## config.mk

```make
export PLATFORM = sky130hd
export DESIGN_NAME = vs4x400_axi_loader
export DESIGN_NICKNAME = d
export VERILOG_FILES = /design/src/rtl/vs4x400_axi_loader.sv
export SDC_FILE = /design/constraint.sdc
export NUM_CORES = 1
export LEC_CHECK = 0
export ABC_AREA = 1
export CAP_MARGIN = 20
export CORE_MARGIN = 8
export CORE_UTILIZATION = 53
export CTS_CLUSTER_SIZE = 20
export DETAILED_ROUTE_END_ITERATION = 12
export GPL_TIMING_DRIVEN = 0
export PLACE_DENSITY = 0.93
export SLEW_MARGIN = 15
export SYNTH_ARGS = -nofsm -noshare
export SYNTH_HDL_FRONTEND = slang
export SYNTH_SLANG_ARGS = --single-unit
```

## constraint.sdc

```tcl
create_clock -name m_axi_aclk -period 2.75 [get_ports m_axi_aclk]
set_input_delay 0.275 -clock m_axi_aclk [delete_from_list [all_inputs] [get_ports m_axi_aclk]]
set_output_delay 0.275 -clock m_axi_aclk [all_outputs]
set_load 0.02 [all_outputs]
```

## src/rtl/vs4x400_axi_loader.sv

```systemverilog
// AXI4-Lite write initiator for the vs4x400 search core.
// Turns (row, 64-bit entry) loads and start requests into ordered register writes.
module vs4x400_axi_loader #(
  parameter logic [31:0] BASE_ADDR = 32'h0000_0000
) (
  input  logic        m_axi_aclk,
  input  logic        m_axi_aresetn,
  input  logic        ld_valid,
  output logic        ld_ready,
  input  logic [9:0]  ld_addr,
  input  logic [63:0] ld_data,
  input  logic        go,
  input  logic        err_clr,
  output logic        busy,
  output logic        err,
  output logic [10:0] load_count,
  output logic [31:0] m_axi_awaddr,
  output logic        m_axi_awvalid,
  input  logic        m_axi_awready,
  output logic [31:0] m_axi_wdata,
  output logic        m_axi_wvalid,
  input  logic        m_axi_wready,
  input  logic [1:0]  m_axi_bresp,
  input  logic        m_axi_bvalid,
  output logic        m_axi_bready
);

  localparam logic [31:0] OFS_CTRL   = 32'h0000_0000;
  localparam logic [31:0] OFS_DLO    = 32'h0000_0010;
  localparam logic [31:0] OFS_DHI    = 32'h0000_0014;
  localparam logic [31:0] OFS_ROW    = 32'h0000_0018;
  localparam logic [31:0] CTRL_START = 32'h0000_0001;
  localparam logic [31:0] CTRL_WE    = 32'h0000_0002;
  localparam logic [10:0] CNT_MAX    = 11'h7FF;

  typedef enum logic [1:0] {S_IDLE, S_ISSUE, S_RESP} state_e;
  typedef enum logic {M_LOAD, M_START} mode_e;

  typedef struct packed {
    logic [31:0] addr;
    logic [31:0] data;
  } beat_t;

  state_e      state_q, state_d;
  mode_e       mode_q, mode_d;
  logic [1:0]  beat_q, beat_d;
  logic [63:0] data_q, data_d;
  logic [9:0]  row_q, row_d;
  logic        go_pend_q, go_pend_d;
  logic        err_q, err_d;
  logic [10:0] cnt_q, cnt_d;
  logic        ld_ready_q, ld_ready_d;
  logic        busy_q, busy_d;
  logic [31:0] awaddr_q, awaddr_d;
  logic [31:0] wdata_q, wdata_d;
  logic        awvalid_q, awvalid_d;
  logic        wvalid_q, wvalid_d;
  logic        bready_q, bready_d;
  beat_t       word;

  // Address/data pair for one write of the current sequence.
  function automatic beat_t beat_word(input mode_e mode, input logic [1:0] beat,
                                      input logic [63:0] data, input logic [9:0] row);
    beat_t w;
    w.addr = BASE_ADDR + OFS_CTRL;
    w.data = CTRL_START;
    if (mode == M_LOAD) begin
      case (beat)
        2'd0:    begin w.addr = BASE_ADDR + OFS_DLO;  w.data = data[31:0];     end
        2'd1:    begin w.addr = BASE_ADDR + OFS_DHI;  w.data = data[63:32];    end
        2'd2:    begin w.addr = BASE_ADDR + OFS_ROW;  w.data = {22'b0, row};   end
        default: begin w.addr = BASE_ADDR + OFS_CTRL; w.data = CTRL_WE;       end
      endcase
    end
    return w;
  endfunction

  always_comb begin
    // NOTE: every next-state signal gets a default before the case so no path
    // leaves one unassigned, which would infer a latch.
    state_d   = state_q;
    mode_d    = mode_q;
    beat_d    = beat_q;
    data_d    = data_q;
    row_d     = row_q;
    go_pend_d = go_pend_q | go;
    err_d     = err_clr ? 1'b0 : err_q;
    cnt_d     = cnt_q;
    awvalid_d = awvalid_q;
    wvalid_d  = wvalid_q;
    bready_d  = bready_q;
    word      = '{addr: awaddr_q, data: wdata_q};

    case (state_q)
      S_IDLE: begin
        if (ld_valid && ld_ready_q) begin
          data_d    = ld_data;
          row_d     = ld_addr;
          mode_d    = M_LOAD;
          beat_d    = 2'd0;
          state_d   = S_ISSUE;
          awvalid_d = 1'b1;
          wvalid_d  = 1'b1;
          word      = beat_word(M_LOAD, 2'd0, ld_data, ld_addr);
        end else if (go_pend_q) begin
          mode_d    = M_START;
          beat_d    = 2'd0;
          state_d   = S_ISSUE;
          awvalid_d = 1'b1;
          wvalid_d  = 1'b1;
          word      = beat_word(M_START, 2'd0, data_q, row_q);
        end
      end

      S_ISSUE: begin
        // Address and data channels complete independently, in either order.
        awvalid_d = awvalid_q & ~m_axi_awready;
        wvalid_d  = wvalid_q & ~m_axi_wready;
        if (!awvalid_d && !wvalid_d) begin
          state_d  = S_RESP;
          bready_d = 1'b1;
        end
      end

      S_RESP: begin
        if (m_axi_bvalid) begin
          bready_d = 1'b0;
          if (m_axi_bresp != 2'b00) err_d = 1'b1;
          if (mode_q == M_LOAD && beat_q != 2'd3) begin
            beat_d    = beat_q + 2'd1;
            state_d   = S_ISSUE;
            awvalid_d = 1'b1;
            wvalid_d  = 1'b1;
            word      = beat_word(M_LOAD, beat_q + 2'd1, data_q, row_q);
          end else if (mode_q == M_LOAD) begin
            cnt_d   = (cnt_q == CNT_MAX) ? cnt_q : cnt_q + 11'd1;
            state_d = S_IDLE;
          end else begin
            cnt_d     = '0;
            go_pend_d = go;
            state_d   = S_IDLE;
          end
        end
      end

      default: state_d = S_IDLE;
    endcase

    awaddr_d   = word.addr;
    wdata_d    = word.data;
    ld_ready_d = (state_d == S_IDLE);
    busy_d     = (state_d != S_IDLE) || go_pend_d;
  end

  always_ff @(posedge m_axi_aclk or negedge m_axi_aresetn) begin
    if (!m_axi_aresetn) begin
      state_q    <= S_IDLE;
      mode_q     <= M_LOAD;
      beat_q     <= 2'd0;
      // NOTE: the captured entry is reset too, so an abandoned load leaves no
      // stale payload behind.
      data_q     <= '0;
      row_q      <= '0;
      go_pend_q  <= 1'b0;
      err_q      <= 1'b0;
      cnt_q      <= '0;
      ld_ready_q <= 1'b0;
      busy_q     <= 1'b0;
      awaddr_q   <= '0;
      wdata_q    <= '0;
      awvalid_q  <= 1'b0;
      wvalid_q   <= 1'b0;
      bready_q   <= 1'b0;
    end else begin
      // NOTE: non-blocking assignments so every register samples pre-edge values.
      state_q    <= state_d;
      mode_q     <= mode_d;
      beat_q     <= beat_d;
      data_q     <= data_d;
      row_q      <= row_d;
      go_pend_q  <= go_pend_d;
      err_q      <= err_d;
      cnt_q      <= cnt_d;
      ld_ready_q <= ld_ready_d;
      busy_q     <= busy_d;
      awaddr_q   <= awaddr_d;
      wdata_q    <= wdata_d;
      awvalid_q  <= awvalid_d;
      wvalid_q   <= wvalid_d;
      bready_q   <= bready_d;
    end
  end

  assign ld_ready      = ld_ready_q;
  assign busy          = busy_q;
  assign err           = err_q;
  assign load_count    = cnt_q;
  assign m_axi_awaddr  = awaddr_q;
  assign m_axi_awvalid = awvalid_q;
  assign m_axi_wdata   = wdata_q;
  assign m_axi_wvalid  = wvalid_q;
  assign m_axi_bready  = bready_q;

endmodule

```

==> impl_metrics.toml, run 1 <==
[run_status]
status = "finished, final reports clean"

[power_and_ir_drop]
seq_power_share = 0.360
switching_share = 0.367
p_int_mw = 5.54
powerDensity_nw_per_um2 = 1000
p_leak_nw = 4.46
pwr-share-clk = 0.271
p_sw_mw = 3.21
pwr-share-comb = 0.370
irDropWorstVdd_mv = 0.636

[route]
wl_met2_mm = 8.78
drt_iter0_markers = 497
met1_length_mm = 7.37
drc = 0
postRouteAntennaNets = 0
dr_wl_met3_mm = 1.02
via_count = 5900
top_layer = "met4"
firstDrtPassIters = 6
drt-wirelength-per-cell_um = 15.2
drt_wl_total_mm = 17.8
viasPerCell = 5.01

[logic_synthesis]
syn_inst = 834
yosysMostFrequentCell = "nand2_1"
synthDistinctLibCells = 24
ys_ff_latch = 132
yosysWarnings = 0
ys.flop_type = "dfrtp_1"
yosys.area.top_type_share = 0.514
synth-seq-area-share = 0.514
postSynthAreaPerCell_um2 = 7.70
yosysTopAreaCell = "dfrtp_1"
async_reset_ff_frac = 1.00
synth_common_cells = "nand2_1, dfrtp_1, o21ai_0"
netlist_area_um2 = 6420
synth_edf_count = 0
synth_area_leaders = "dfrtp_1, nand2_1, o21ai_0"

[sta]
rsz0062_at_grt = "false"
setup_tns_ns = 0
post-route-min-period_ns = 1.96
post-route-period-util = 0.714
max-slew-margin-rel = 0.641
finClkSkew_ns = 0.00747
finalMaxSlewViolations = 0
finalSetupViolCount = 0
worstMarginPinSlew_ns = 0.538
setup_ws_ns = 0.785
clock.fmax_ghz = 0.509
final_hold_viol_count = 0

[global_route]
grt_overflow = 0
grt_pass1_wl_mm = 29.3
grt_max_degree = 80
grt_pass1_vias = 6077
track_usage = 0.231
antenna_found_initial = 0

[cts]
htreeDepth = 4
cts_resized = 0
cts_made_buffers = 17
cts_tree = "built"
clk_pin_slew_worst_paths_ns = 0.06
clk_latency_ns = 0.42
cts_sinks = 132
cts-root-buf = "clkbuf_16"
clk_path_buf_depth = 2

[worst_setup_path]
rr_endpoint = "m_axi_wdata[18]"
cp_common_cell = "nand2_1"
crit_chain = "inv_1 -> ha_1 -> buf_2 -> clkbuf_1 -> nand2_1 -> nand2_1 -> nand2_1 -> o21ai_0 -> nand2_1 -> nand2_1"
reg2reg_depth = 10
reg2reg_from = "beat_q[1]"
end_kind = "register"
path_max_fanout = 10
crit_slowest_cell = "dfrtp_1"
cp.required_ns = 3.11
path_class = "register to register"
worst-r2r-setup-slack_ns = 0.79
cp-start-kind = "register"
cp_slowest_stage_delay_ns = 0.42
critical_path_arrival_ns = 2.33

[cells_and_area]
area_delta_synth_final_pct = 35.7
final_area_um2 = 8720
nets = 1110
final_util = 0.732
antennaDiodeCount = 0
drive_gt1_frac = 0.0883

[placement]
gp_congestion = 0.876
port_buffers = 135
placed_area_um2 = 8090
dp_hpwl_mm = 13.0
pre_cts_slack_ns = 0.796

[floorplanning]
num_io_pins = 165
core_um2 = 11900
start_util = 0.539
die_w_um = 126
die_y_um = 126
die-area_um2 = 15900
row_count = 40

[flow_run]
max-cap-violations = 0

[min_path]
holdCritPathClass = "primary input to async pin"
critical path, delay by kind of cell, from the launching register on:
family | cells | cell delay (ns)
buffers and inverters | 3 | 0.81
DFF | 1 | 0.42
and+or+nand+nor | 5 | 0.40
adders and majority gates | 1 | 0.16
AOI/OAI and AO/OA | 1 | 0.11
cell type report:
type                    instances  area [um^2]
repair buffers                137         1390
inverters                      61          231
well taps                     147          184
flip-flops and latches        132         3300
multi-input cells             605         2590
plain buffers                  64          404
clock inverters                10          155
fillers                       882         3190
clock buffers                  21          460
per-layer routing:
layer | vias to the layer above | global-route usage
li1 | 2886 | -
met1 | 2732 | 0.265
met2 | 233 | 0.394
met3 | 49 | 0.0506
met4 | 0 | 0.134
met5 | - | 0
flip-flops by register name (all words and copies together) (netlist names), 2 cells and up:
name,cells
row_q,10
data_q,64
beat_q,2
state_q,2
m_axi_awaddr,3
m_axi_wdata,32
load_count,11
power groups by stage:
stage	Combinational, mW	Clock, mW	Sequential, mW
final	3.23	2.37	3.15
after global routing	3.60	2.47	3.23
after CTS	3.25	2.38	3.14
after floorplan	1.65	0	3.39
after global placement	3.10	0	3.12
after detailed placement	3.22	0	3.15
cells by family after synthesis:
| logic type | count (synthesis) | share of synthesized area |
|---|---|---|
| compound gates | 100 | 0.0830 |
| xor+xnor | 2 | 0.00273 |
| fa+ha+maj | 8 | 0.0156 |
| buf+inv | 125 | 0.0990 |
| flops | 132 | 0.514 |
| other cells | 1 | 0.000584 |
| simple gates | 466 | 0.285 |
how the worst max path moves through the flow:
stage             startpoint         endpoint  slack [ns]  cells past startpoint
4_1_cts            beat_q[1]  m_axi_wdata[22]        0.79                     10
2_1_floorplan      beat_q[0]   m_axi_wdata[1]        1.19                      8
3_5_place_dp        ld_valid  m_axi_wdata[16]        0.80                      8
5_1_grt            beat_q[0]  m_axi_wdata[18]        0.59                     10
6_report           beat_q[1]  m_axi_wdata[18]        0.79                     10
3_3_place_gp   m_axi_aresetn  m_axi_wdata[21]       -3.64                      1
cell usage in the layout (no fill, tap or decap), types with 5 or more instances in the layout:
master	instances
clkbuf_16	17
clkdlybuf4s50_1	134
inv_1	60
clkbuf_1	19
o21ai_0	87
nor2_1	19
buf_6	5
buf_2	11
conb_1	29
nand3_1	25
buf_4	32
o21ai_2	6
dfrtp_1	132
ha_1	8
nand2_1	411
through the flow:
stage | hold slack, ns | power, mW | std cells
floorplan | -0.0206 | 5.04 | 862
global placement | 0.453 | 6.22 | 1144
detailed placement | 0.264 | 6.37 | 1145
CTS | 0.378 | 8.77 | 1177
global route | 0.398 | 9.29 | 1177
finish | 0.378 | 8.75 | 1177
what timing repair did:
| action | in CTS | in global routing |
|---|---|---|
| hold buffers | 1 | 0 |
| buffers inserted | 0 | 0 |
| endpoints found under the hold margin | 53 | 0 |
(Power assumes the default switching activity.)
==> run 2: changes to the inputs <==
--- a/config.mk
+++ b/config.mk
@@ -8,11 +8,11 @@
 export ABC_AREA = 1
 export CAP_MARGIN = 20
 export CORE_MARGIN = 8
-export CORE_UTILIZATION = 53
+export CORE_UTILIZATION = 45
 export CTS_CLUSTER_SIZE = 20
 export DETAILED_ROUTE_END_ITERATION = 12
 export GPL_TIMING_DRIVEN = 0
-export PLACE_DENSITY = 0.93
+export PLACE_DENSITY = 0.84
 export SLEW_MARGIN = 15
 export SYNTH_ARGS = -nofsm -noshare
 export SYNTH_HDL_FRONTEND = slang
==> constraint.sdc (replaced) <==
create_clock -name m_axi_aclk -period 1.6 [get_ports m_axi_aclk]
set_input_delay 0.16 -clock m_axi_aclk [delete_from_list [all_inputs] [get_ports m_axi_aclk]]
set_output_delay 0.16 -clock m_axi_aclk [all_outputs]
set_load 0.02 [all_outputs]
==> run 2 against run 1 <==
Compared with the run above:
- register-to-register slack worse by 0.78 ns
- die area up 15%
- sequential cell count unchanged
- global-route usage down 3.0 points
- critical endpoint is now load_count[9]
==> impl_metrics.toml, run 2 (synthesized netlist as in run 1, its figures left out) <==
[cts]
cts_made_buffers = 17
clk_pin_slew_worst_paths_ns = 0.05
cts_sinks = 132
clk_latency_ns = 0.42
cts-root-buf = "clkbuf_16"
cts_tree = "built"
clk_path_buf_depth = 2
htreeDepth = 4

[worst_setup_path]
crit_chain = "inv_2 -> nand2_8 -> nor2_8 -> inv_1 -> nor2_4 -> nand2_4 -> buf_8 -> nand2_1 -> o21ai_0"
cp_slowest_stage_delay_ns = 0.42
cp-start-kind = "register"
path_max_fanout = 7
critical_path_arrival_ns = 1.87
crit_buf_inv = 3
end_kind = "register"
cp.required_ns = 1.88
cp_num_cells = 9
critPathTopFamily = "simple AND/OR/NAND/NOR gates"
worst-r2r-setup-slack_ns = 0.009
reg2reg_depth = 9
crit_slowest_cell = "dfrtp_1"
path_class = "register to register"

[sta]
post-route-min-period_ns = 1.59
post-route-period-util = 0.994
clock.fmax_ghz = 0.629
max-slew-margin-rel = 0.578
rsz0062_at_grt = "true"
finalSetupViolCount = 0
finalMaxSlewViolations = 0
worstMarginPinSlew_ns = 0.634
final_hold_viol_count = 0
finClkSkew_ns = 0.00632

[min_path]
worstHoldPathCells = 3
holdCritPathClass = "primary input to register"

[route]
drt_wl_total_mm = 18.6
viasPerCell = 4.86
firstDrtPassIters = 6
via_count = 5964
postRouteAntennaNets = 0
drt-wirelength-per-cell_um = 15.2
drc = 0
drt_iter0_markers = 617

[global_route]
track_usage = 0.202
grt_overflow = 0
antenna_found_initial = 1
grt_pass1_wl_mm = 29.0
grt_max_degree = 69
grt_pass1_vias = 5854

[floorplanning]
die_y_um = 135
die_w_um = 135
start_util = 0.461
row_count = 43
die-area_um2 = 18400
num_io_pins = 165
core_um2 = 13900

[cells_and_area]
largest-register = "data_q"
largest_reg_flops = 64
area_delta_synth_final_pct = 40.6
layout_common_cells = "nand2_1, dfrtp_1, clkdlybuf4s50_1"
fin_cells = 1227
nets = 1126
drive_gt1_frac = 0.139
final_area_um2 = 9030
final_common_cell = "nand2_1"

[placement]
gp_congestion = 0.846
port_buffers = 135
placedCellCount = 1178
placed_area_um2 = 8130
dp_hpwl_mm = 13.1

[power_and_ir_drop]
p_leak_nw = 4.72
irDropWorstVdd_mv = 0.844
powerDensity_nw_per_um2 = 1670

[run_status]
status = "finished, final reports clean"

[flow_run]
max-cap-violations = 0
run 2: layout make-up:
type | count | area, um^2
well taps | 180 | 225
diodes | 1 | 2.50
fillers | 1156 | 4900
plain buffers | 61 | 465
multi-input cells | 606 | 2700
clock buffers | 23 | 488
inverters | 61 | 231
repair buffers | 155 | 1540
flip-flops and latches | 132 | 3310
clock inverters | 8 | 76.3
run 2: worst register-to-register path: cells and delay by family (launching register included):
kind | cells | cell delay (ns)
simple gates | 5 | 0.55
compound gates | 1 | 0.11
buf+inv | 3 | 0.36
flops | 1 | 0.42
run 2: stage by stage:
step / worst slack [ns] / hold WS (ns) / util / setup TNS [ns] / power (mW)
CTS: -0.00636 / 0.259 / 0.631 / -0.0105 / 14.8
global placement: -4.81 / 0.455 / 0.582 / -649.36 / 10.7
finish: 0.00935 / 0.274 / 0.648 / 0 / 15.1
detailed placement: -0.320 / 0.203 / 0.584 / -16.29 / 10.9
floorplan: 0.0381 / -0.136 / - / 0 / 8.67
global route: -0.0682 / 0.268 / 0.648 / -0.453 / 16.1
run 2: power breakdown:
part           internal (mW)  leakage [nW]  switching (mW)
Clock                   2.28         0.271            1.40
Combinational           2.49          2.76            3.52
Sequential              4.68          1.69           0.750
Total                   9.44          4.72            5.67
run 2: worst paths after layout:
path / startpoint / end
min in group asynchronous: m_axi_aresetn / m_axi_wvalid
setup / recovery: state_q[0] / load_count[9]
max in group asynchronous: m_axi_aresetn / load_count[1]
setup reg to reg: state_q[0] / load_count[9]
hold reg to reg: m_axi_wdata[16] / m_axi_wdata[16]
hold / removal: ld_addr[5] / row_q[5]
run 2: routing by layer:
| metal | global-route usage | up-vias | share of wire |
|---|---|---|---|
| met2 | 0.336 | 235 | 0.49 |
| met3 | 0.0441 | 54 | 0.057 |
| met4 | 0.108 | 0 | 0.041 |
| met5 | 0 | - | 0 |
| met1 | 0.240 | 2747 | 0.41 |
| li1 | - | 2928 | - |
run 2: repair_timing:
action / CTS / global route
gates cloned: 1 / 3
pin swaps: 2 / 6
endpoints found under the hold margin: 67 / 0
hold buffers: 1 / 0
endpoints found under the setup margin: 74 / 114
resized for setup: 45 / 62
setup buffers: 4 / 11
==> run 3: changes to the inputs <==
--- a/config.mk
+++ b/config.mk
@@ -8,12 +8,13 @@
 export ABC_AREA = 1
 export CAP_MARGIN = 20
 export CORE_MARGIN = 8
-export CORE_UTILIZATION = 45
+export CORE_UTILIZATION = 49
 export CTS_CLUSTER_SIZE = 20
 export DETAILED_ROUTE_END_ITERATION = 12
 export GPL_TIMING_DRIVEN = 0
-export PLACE_DENSITY = 0.84
+export PLACE_DENSITY = 0.87
 export SLEW_MARGIN = 15
 export SYNTH_ARGS = -nofsm -noshare
 export SYNTH_HDL_FRONTEND = slang
 export SYNTH_SLANG_ARGS = --single-unit
+export TNS_END_PERCENT = 10
==> constraint.sdc (replaced) <==
create_clock -name m_axi_aclk -period 1.5 [get_ports m_axi_aclk]
set_input_delay 0.15 -clock m_axi_aclk [delete_from_list [all_inputs] [get_ports m_axi_aclk]]
set_output_delay 0.15 -clock m_axi_aclk [all_outputs]
set_load 0.02 [all_outputs]
==> run 3 against run 2 <==
Compared with the run above:
- the flow now finishes with violations (setup timing)
- clock power rose by 1%
- critical path depth unchanged
- combinational power rose by 17%
- worst setup slack worse by 0.082 ns
- die area decreased by 7.2%
- worst hold slack worse by 0.0096 ns
- routed wire length grew 9.0%
- non-clock buffer count grew 20
- first-iteration DRC count down 11%
- critical endpoint is now load_count[4]
- highest routed layer unchanged
==> impl_metrics.toml, run 3 (synthesized netlist as in run 1, its figures left out) <==
[worst_setup_path]
cp.required_ns = 1.80
cp-start-kind = "register"
rr_endpoint = "load_count[4]"
reg2reg_from = "state_q[0]"
path_class = "register to register"
worst-r2r-setup-slack_ns = -0.07
critical_path_arrival_ns = 1.88
reg2reg_depth = 9
end_kind = "register"
path_max_fanout = 7

[sta]
rsz0062_at_grt = "true"
clock.fmax_ghz = 0.636
setup_ws_ns = -0.0724
post-route-period-util = 1.05
finalMaxSlewViolations = 0
finClkSkew_ns = 0.00599
finalSetupViolCount = 53
post-route-min-period_ns = 1.57
worstMarginPinSlew_ns = 0.587
final_hold_viol_count = 0
max-slew-margin-rel = 0.609

[min_path]
holdCritPathClass = "primary input to register"
holdPathEnd = "row_q[9]"
hold_start = "ld_addr[9]"
worstHoldPathCells = 3

[cts]
clk_pin_slew_worst_paths_ns = 0.06
htreeDepth = 4
cts-root-buf = "clkbuf_16"
cts_made_buffers = 17
clk_path_buf_depth = 2
cts_tree = "built"
cts_sinks = 132
clk_latency_ns = 0.42

[global_route]
antenna_found_initial = 1
grt_pass1_vias = 5993
grt_pass1_wl_mm = 29.7
grt_max_degree = 73
track_usage = 0.226
grt_overflow = 0

[floorplanning]
die_w_um = 130
num_io_pins = 165
die_y_um = 130
core_um2 = 13000
row_count = 42
start_util = 0.493
die-area_um2 = 17000

[route]
via_count = 6288
drt-wirelength-per-cell_um = 16.4
postRouteAntennaNets = 0
viasPerCell = 5.06
firstDrtPassIters = 6
drt_iter0_markers = 550
drt_wl_total_mm = 20.3
drc = 0

[cells_and_area]
area_delta_synth_final_pct = 46.1
largest-register = "data_q"
fin_cells = 1242
largest_reg_flops = 64
regArea_um2 = 3310
layout_common_cells = "nand2_1, dfrtp_1, clkdlybuf4s50_1"
final_common_cell = "nand2_1"
drive_gt1_frac = 0.168
nets = 1145
multi_input_area_um2 = 2820
n_fill_cell = 988

[run_status]
violations = "setup timing"
status = "finished, violations left"

[placement]
pre_cts_slack_ns = -0.463
placedCellCount = 1174
port_buffers = 135
gp_congestion = 0.848
dp_hpwl_mm = 13.1

[power_and_ir_drop]
p_leak_nw = 4.95
irDropWorstVdd_mv = 0.832
powerDensity_nw_per_um2 = 1760

[flow_run]
max-cap-violations = 0
run 3: changes by cell type in the layout (fill, tap and decap cells not counted), moves of 8 or more:
cell,delta
buf_2,-8
clkbuf_1,+8
clkdlybuf4s50_1,-32
dlygate4sd2_1,+36
nand2_1,-11
nand2_2,+8
o21ai_0,-15
o21ai_1,+12
run 3: final cells by class:
class / count / share of cell area
Antenna cell: 1 / 0.000267
Buffer: 62 / 0.0583
Clock buffer: 27 / 0.0536
Clock inverter: 4 / 0.00240
Inverter: 61 / 0.0257
Multi-Input combinational cell: 605 / 0.300
Sequential cell: 132 / 0.353
Tap cell: 176 / 0.0235
Timing Repair Buffer: 174 / 0.183
run 3: worst max-delay path by stage:
| stage | from | to | slack (ns) | cells past startpoint |
|---|---|---|---|---|
| CTS | state_q[0] | load_count[8] | -0.05 | 9 |
| global placement | m_axi_aresetn | m_axi_wdata[17] | -4.78 | 1 |
| global route | beat_q[1] | m_axi_wdata[1] | -0.15 | 9 |
| finish | state_q[0] | load_count[4] | -0.07 | 9 |
| detailed placement | beat_q[0] | m_axi_wdata[16] | -0.46 | 10 |
| floorplan | load_count[0] | load_count[6] | -0.06 | 8 |
run 3: per-layer routing:
| metal | vias up | global-route usage | share of wire |
|---|---|---|---|
| li1 | 2959 | - | - |
| met1 | 2939 | 0.266 | 0.39 |
| met2 | 306 | 0.380 | 0.48 |
| met3 | 84 | 0.0528 | 0.073 |
| met4 | 0 | 0.114 | 0.056 |
| met5 | - | 0 | 0 |
run 3: what timing repair did:
action | 4_1_cts | 5_1_grt
hold buffers | 1 | 0
hold endpoints to repair | 60 | 0
gates resized for setup | 125 | 83
setup buffers | 15 | 15
pin swaps | 10 | 35
cloned | 4 | 4
setup endpoints to repair | 176 | 112
run 3: report_power, final:
part | switching (mW) | internal (mW) | total (mW)
clock network | 1.45 | 2.27 | 3.72
logic | 4.13 | 2.88 | 7.01
registers | 0.830 | 4.99 | 5.82
run 3: critical path, stage by stage (launching register included):
cell     delay (ns)
dfrtp_1        0.45
inv_2          0.14
nand2_8        0.10
nor2_8         0.16
inv_2          0.07
nor2_4         0.15
nand2_4        0.11
buf_4          0.16
nand2_1        0.08
o21ai_2        0.06
run 3: metrics by stage:
stage / utilization / area [um^2] / power [mW] / setup TNS (ns) / hold WS, ns
after detailed placement: 0.624 / 8130 / 11.7 / -26.25 / 0.165
final: 0.720 / 9380 / 16.5 / -1.68 / 0.265
after global placement: 0.622 / 8100 / 11.4 / -652.94 / 0.454
after floorplan: - / 6530 / 9.25 / -0.454 / -0.146
after global routing: 0.720 / 9380 / 17.5 / -6.01 / 0.272
after CTS: 0.690 / 8990 / 15.6 / -0.211 / 0.260
